**config.mk**
```make
export PLATFORM = sky130hd
export DESIGN_NAME = multicycle_sequencer
export DESIGN_NICKNAME = d
export VERILOG_FILES = /design/src/rtl/multicycle_sequencer_pkg.sv /design/src/rtl/multicycle_sequencer_mem_wait_timer.sv /design/src/rtl/multicycle_sequencer.sv
export SDC_FILE = /design/constraint.sdc
export NUM_CORES = 1
export LEC_CHECK = 0
export BUFFER_PORTS_ARGS = -buffer_cell sky130_fd_sc_hd__buf_2
export CAP_MARGIN = 20
export CORE_MARGIN = 4
export CORE_UTILIZATION = 53
export DETAILED_ROUTE_END_ITERATION = 7
export PLACE_DENSITY = 0.84
export SYNTH_ARGS = -nofsm -noshare
export SYNTH_HDL_FRONTEND = slang
export SYNTH_HIERARCHICAL = 1
export SYNTH_SLANG_ARGS = --single-unit
```
**constraint.sdc**
```tcl
create_clock -name clk -period 2.35 [get_ports clk]
set_input_delay 0.235 -clock clk [delete_from_list [all_inputs] [get_ports clk]]
set_output_delay 0.235 -clock clk [all_outputs]
set_load 0.02 [all_outputs]
```
**src/rtl/multicycle_sequencer_pkg.sv**
```systemverilog
`default_nettype none
`ifndef MULTICYCLE_SEQUENCER_PKG_SV
`define MULTICYCLE_SEQUENCER_PKG_SV
// ============================================================================
// Module   : multicycle_sequencer_pkg
// Brief    : Shared opcode classes, sequencer states and ALU control codes
// Revision : 1.0 - initial release
// ============================================================================
package multicycle_sequencer_pkg;

    typedef enum logic [2:0] {
        OP_RTYPE   = 3'd0,
        OP_ITYPE   = 3'd1,
        OP_LOAD    = 3'd2,
        OP_STORE   = 3'd3,
        OP_CBRANCH = 3'd4,
        OP_BTYPE   = 3'd5,
        OP_MOV     = 3'd6,
        OP_INVALID = 3'd7
    } op_t;

    typedef enum logic [2:0] {
        ST_IDLE      = 3'd0,
        ST_FETCH     = 3'd1,
        ST_DECODE    = 3'd2,
        ST_EXECUTE   = 3'd3,
        ST_MEM       = 3'd4,
        ST_WRITEBACK = 3'd5,
        ST_FAULT     = 3'd7
    } state_t;

    // ALU control codes shared with the instruction decoder
    localparam logic [3:0] c_ALU_AND    = 4'b0000;
    localparam logic [3:0] c_ALU_ORR    = 4'b0001;
    localparam logic [3:0] c_ALU_ADD    = 4'b0010;
    localparam logic [3:0] c_ALU_SUB    = 4'b0110;
    localparam logic [3:0] c_ALU_PASS_B = 4'b0111;
    localparam logic [3:0] c_ALU_NOR    = 4'b1100;

    function automatic logic is_mem_op(input op_t op);
        return (op == OP_LOAD) || (op == OP_STORE);
    endfunction

endpackage
`endif
`default_nettype wire

```
**src/rtl/multicycle_sequencer_mem_wait_timer.sv**
```systemverilog
`default_nettype none
// ============================================================================
// Module   : mem_wait_timer
// Brief    : Saturating wait counter flagging when LIMIT unanswered cycles hit
// Revision : 1.0 - initial release
// ============================================================================
module mem_wait_timer #(
    parameter int LIMIT = 16
) (
    input  logic clk,
    input  logic resetN,
    input  logic i_clear,
    input  logic i_enable,
    output logic o_limit_reached
);

    localparam int             CW    = (LIMIT > 1) ? $clog2(LIMIT) : 1;
    localparam logic [CW-1:0] c_MAX = CW'((LIMIT > 0) ? LIMIT - 1 : 0);

    logic [CW-1:0] r_count_q;
    logic [CW-1:0] w_count_d;

    always_comb begin
        w_count_d = r_count_q;
        if (i_clear) begin
            w_count_d = '0;
        end else if (i_enable && (r_count_q != c_MAX)) begin
            w_count_d = r_count_q + CW'(1);
        end
    end

    always_ff @(posedge clk) begin
        if (!resetN) begin
            r_count_q <= '0;
        end else begin
            r_count_q <= w_count_d;
        end
    end

    // The current cycle is the LIMIT-th unanswered one when the count sits at LIMIT-1
    generate
        if (LIMIT == 0) begin : g_disabled
            assign o_limit_reached = 1'b0;
        end else begin : g_enabled
            assign o_limit_reached = (r_count_q == c_MAX);
        end
    endgenerate

endmodule
`default_nettype wire

```
**src/rtl/multicycle_sequencer.sv**
```systemverilog
`default_nettype none
// ============================================================================
// Module   : multicycle_sequencer
// Brief    : FETCH/DECODE/EXECUTE/MEM/WRITEBACK control FSM for LEGv8 datapath
// Revision : 1.0 - initial release
// ============================================================================
module multicycle_sequencer
    import multicycle_sequencer_pkg::*;
#(
    parameter int MEM_TIMEOUT = 16,
    parameter int COUNT_WIDTH = 32
) (
    input  logic                   clk,
    input  logic                   resetN,
    input  logic                   run,
    input  logic [2:0]             opType,
    input  logic                   regWriteFlag,
    input  logic                   zeroFlag,
    input  logic                   imemReady,
    input  logic                   dmemReady,
    output logic                   imemReq,
    output logic                   irWrite,
    output logic                   aluEnable,
    output logic                   dmemReq,
    output logic                   dmemWrite,
    output logic                   regFileWrite,
    output logic                   memToReg,
    output logic                   pcWrite,
    output logic                   pcSelBranch,
    output logic                   busy,
    output logic                   fault,
    output logic [COUNT_WIDTH-1:0] instrCount
);

    state_t                 r_state_q, w_state_d;
    op_t                    r_op_q, w_op_d;
    logic                   r_reg_write_q, w_reg_write_d;
    logic [COUNT_WIDTH-1:0] r_count_q, w_count_d;
    logic                   w_retire;
    logic                   w_timer_clear;
    logic                   w_timer_enable;
    logic                   w_limit_reached;

    always_comb begin
        w_state_d     = r_state_q;
        w_op_d        = r_op_q;
        w_reg_write_d = r_reg_write_q;
        w_count_d     = r_count_q;
        w_retire      = 1'b0;
        imemReq       = 1'b0;
        irWrite       = 1'b0;
        aluEnable     = 1'b0;
        dmemReq       = 1'b0;
        dmemWrite     = 1'b0;
        regFileWrite  = 1'b0;
        memToReg      = 1'b0;
        pcWrite       = 1'b0;
        pcSelBranch   = 1'b0;
        fault         = 1'b0;
        busy          = (r_state_q != ST_IDLE);

        case (r_state_q)
            ST_IDLE: begin
                if (run) begin
                    w_state_d = ST_FETCH;
                end
            end
            ST_FETCH: begin
                imemReq = 1'b1;
                irWrite = imemReady;
                if (imemReady) begin
                    w_state_d = ST_DECODE;
                end else if (w_limit_reached) begin
                    w_state_d = ST_FAULT;
                end
            end
            ST_DECODE: begin
                w_op_d        = op_t'(opType);
                w_reg_write_d = regWriteFlag;
                w_state_d     = (op_t'(opType) == OP_INVALID) ? ST_FAULT : ST_EXECUTE;
            end
            ST_EXECUTE: begin
                aluEnable = 1'b1;
                case (r_op_q)
                    OP_LOAD, OP_STORE:         w_state_d = ST_MEM;
                    OP_RTYPE, OP_ITYPE, OP_MOV: w_state_d = ST_WRITEBACK;
                    OP_CBRANCH: begin
                        pcWrite     = 1'b1;
                        pcSelBranch = zeroFlag;
                        w_retire    = 1'b1;
                    end
                    OP_BTYPE: begin
                        pcWrite     = 1'b1;
                        pcSelBranch = 1'b1;
                        w_retire    = 1'b1;
                    end
                    default:                   w_state_d = ST_FAULT;
                endcase
            end
            ST_MEM: begin
                dmemReq   = 1'b1;
                dmemWrite = (r_op_q == OP_STORE);
                if (dmemReady) begin
                    if (r_op_q == OP_STORE) begin
                        pcWrite  = 1'b1;
                        w_retire = 1'b1;
                    end else begin
                        w_state_d = ST_WRITEBACK;
                    end
                end else if (w_limit_reached) begin
                    w_state_d = ST_FAULT;
                end
            end
            ST_WRITEBACK: begin
                regFileWrite = r_reg_write_q;
                memToReg     = (r_op_q == OP_LOAD);
                pcWrite      = 1'b1;
                w_retire     = 1'b1;
            end
            ST_FAULT: begin
                fault = 1'b1;
            end
            default: begin
                w_state_d = ST_FAULT;
            end
        endcase

        // run is only consulted at retirement, so a mid-instruction drop still completes it
        if (w_retire) begin
            w_count_d = r_count_q + COUNT_WIDTH'(1);
            w_state_d = run ? ST_FETCH : ST_IDLE;
        end
    end

    assign w_timer_clear  = (w_state_d != r_state_q) &&
                            ((w_state_d == ST_FETCH) || (w_state_d == ST_MEM));
    assign w_timer_enable = ((r_state_q == ST_FETCH) && !imemReady) ||
                            ((r_state_q == ST_MEM) && !dmemReady);

    mem_wait_timer #(
        .LIMIT (MEM_TIMEOUT)
    ) u_mem_wait_timer (
        .clk             (clk),
        .resetN          (resetN),
        .i_clear         (w_timer_clear),
        .i_enable        (w_timer_enable),
        .o_limit_reached (w_limit_reached)
    );

    always_ff @(posedge clk) begin
        if (!resetN) begin
            r_state_q     <= ST_IDLE;
            r_op_q        <= OP_RTYPE;
            r_reg_write_q <= 1'b0;
            r_count_q     <= '0;
        end else begin
            r_state_q     <= w_state_d;
            r_op_q        <= w_op_d;
            r_reg_write_q <= w_reg_write_d;
            r_count_q     <= w_count_d;
        end
    end

    assign instrCount = r_count_q;

    // Mutual exclusion of register write and data memory request is structural
    // (WRITEBACK vs MEM), but keep an explicit guard for integration.
    always_ff @(posedge clk) begin
        if (resetN) begin
            assert (!(regFileWrite && dmemReq));
        end
    end

endmodule
`default_nettype wire

```
==> impl_metrics.ini <==
[worst_setup_path]
cp.arrival_ns = 2.36
crit_type = reg2reg
cp_max_fo = 9
start_kind = flop
rrSetupSlack_ns = 0.17
cp.required_ns = 2.53
worstSetupEndpointType = flop

[global_routing]
grt.total_usage_pct = 20.8
antenna_found_initial = 0
grt_pass1_vias = 1974
grt_pass1_wl_um = 8950
grt_max_degree = 38
globalRouteOverflowTotal = 0

[synth]
synthTopCellsByCount = dfxtp_1 (43), nor2_1 (33), a21oi_1 (18)
yosys-top-cells-area = dfxtp_1 (38%), xor2_1 (5.8%), nor2_1 (5.5%)
ys.flop_type = dfxtp_1
yosys.area.top_type = dfxtp_1
synth_fp_nets = 278
yosysSeqAreaShare_pct = 38.0
syn_area_per_cell_um2 = 8.52
ys_types = 53
synth_seq_cells = 43
synthCells = 266
async_flop_share_pct = 0
synth-edff-count = 0
synth_top_area_share_pct = 38.0
synthesis.area_um2 = 2270
synth_most_common_cell = dfxtp_1
ys_warn_count = 6

[timing]
rsz0062_at_grt = no
setup_viol = 0
finalHoldViolations = 0
slew_headroom_pct = 59.0
worst_pin_slew_ns = 0.614
period_minus_slack_ns = 2.18
fmax_mhz = 460
drv_slew = 0
skew_ns = 0.00953
tns_ns = 0
min_period_over_period_pct = 92.6

[flow_run]
drv_cap = 0

[layout]
n_fill_cell = 327
area_growth_pct = 20.4
nNetsFinal = 338
utilization_pct = 67.3
antenna_cells = 0
seq_area_um2 = 861
drive_gt1_share_pct = 25.8
multi_input_area_um2 = 1320

[detailed_routing]
wl_per_cell_um = 14.1
first_pass_iters = 4
drc_errors = 0
ant_nets = 0
num_vias = 2141
drt_iter0_drc = 110
vias_per_cell = 5.69
drt-total-wl_um = 5300

[clock_network]
cts-root-buf = clkbuf_8
cts_hold_buffers = 0
cts_max_level = 2
cts_buffer_depth = 2
cts_tree = built
postCtsSetupBuffers = 0
path_clk_slew_ns = 0.08
clock-sinks = 43
clk_latency_ns = 0.29
numCtsBuffers = 5

[floorplanning]
fp.dieH_um = 73.4
initial_core_util_pct = 55.9
io_pins = 53
die_area_um2 = 5390
die_w_um = 73.4
rows = 23
coreArea_um2 = 4060

[power]
p_per_area_nw_per_um2 = 540
vdd_drop_max_mv = 0.375
p_leak_uw = 0.00114

[worst_hold_path]
worstHoldPathType = in2reg

[placed_design]
place_congestion = 0.960
hpwl_um = 3880
port_buffers = 52

[run_status]
status = complete, no violations
## final timing paths
path                                               from                                         end  depth (start not counted)
min                                        regWriteFlag                  r_reg_write_q$_SDFFE_PN0P_                          3
max reg2reg  u_mem_wait_timer/r_count_q[0]$_SDFFE_PP0P_  u_mem_wait_timer/r_count_q[2]$_SDFFE_PP0P_                          8
max          u_mem_wait_timer/r_count_q[0]$_SDFFE_PP0P_  u_mem_wait_timer/r_count_q[2]$_SDFFE_PP0P_                          8
min reg2reg                 instrCount[31]$_SDFFE_PN0P_                 instrCount[31]$_SDFFE_PN0P_                          2
## critical path, cell delays in order, from the launching register on
cell and delay, ns:
dfxtp_1 0.33, ha_1 0.22, and3_1 0.26, nor2b_1 0.17, a221oi_1 0.37, nor3_1 0.08
a2111oi_0 0.36, nand2b_2 0.23, nor3_1 0.06
## state kept, by name, summed over array words and instances, names as in the netlist
name	cells
u_mem_wait_timer/r_count_q	4
r_state_q	3
r_op_q	3
r_reg_write_q	1
instrCount	32
## report_power, final
part	leakage [uW]	switching, uW	internal [uW]	total, uW
registers	0.000347	20.4	739	759
clock network	0.0000513	248	312	560
logic	0.000744	87.2	67.6	155
total	0.00114	356	1120	1470
## placed cells by master, fill, tap and decap left out, drive strengths merged, types with 4 or more instances in the layout
cell,n
xor2,15
clkbuf,6
nand2,10
o21ai,18
nand2b,6
nor2,33
o2111ai,7
nand4,5
mux2i,4
nor2b,6
or3,12
a21oi,20
inv,9
nor3,11
nand3,7
and3,6
dfxtp,43
xnor2,4
buf,63
o211ai,6
## repair_timing
| item | CTS | global route |
|---|---|---|
| hold endpoints to repair | 0 | 0 |
| gates resized for setup | 0 | 1 |
| setup endpoints to repair | 0 | 4 |
## routing by layer
metal  routed length [um]  track usage, %
met2                 2510            34.2
met5                    0               0
met4                   96            7.65
met3                  308            5.47
met1                 2390            26.2
## kinds of logic (layout without fill, tap and decap cells)
| group | Yosys count | count (layout) | synth area share, % |
|---|---|---|---|
| fa+ha+maj | 2 | 2 | 1.10 |
| mux | 4 | 4 | 1.77 |
| xor+xnor | 19 | 19 | 7.34 |
| simple gates | 116 | 116 | 30.5 |
| buf+inv | 20 | 80 | 3.75 |
| flops | 43 | 43 | 38.0 |
| compound gates | 62 | 62 | 17.6 |
## per-stage QoR
stage	total power [uW]	worst slack (ns)	instances	hold WS (ns)	area, um2
2_1_floorplan	876	0.258	266	0.353	2270
3_3_place_gp	923	0.231	369	0.461	2630
3_5_place_dp	928	0.170	369	0.478	2630
4_1_cts	1480	0.165	376	0.182	2730
5_1_grt	1530	0.00213	376	0.209	2730
6_report	1470	0.174	376	0.183	2730
## area by class of cell
cell class	instances	area share (%)
clock buffers	6	2.66
clock inverters	1	1.10
inverters	10	1.37
multi-input cells	203	48.5
flip-flops and latches	43	31.5
well taps	50	2.29
repair buffers	63	12.6
Power figures use the tool's default switching activity.
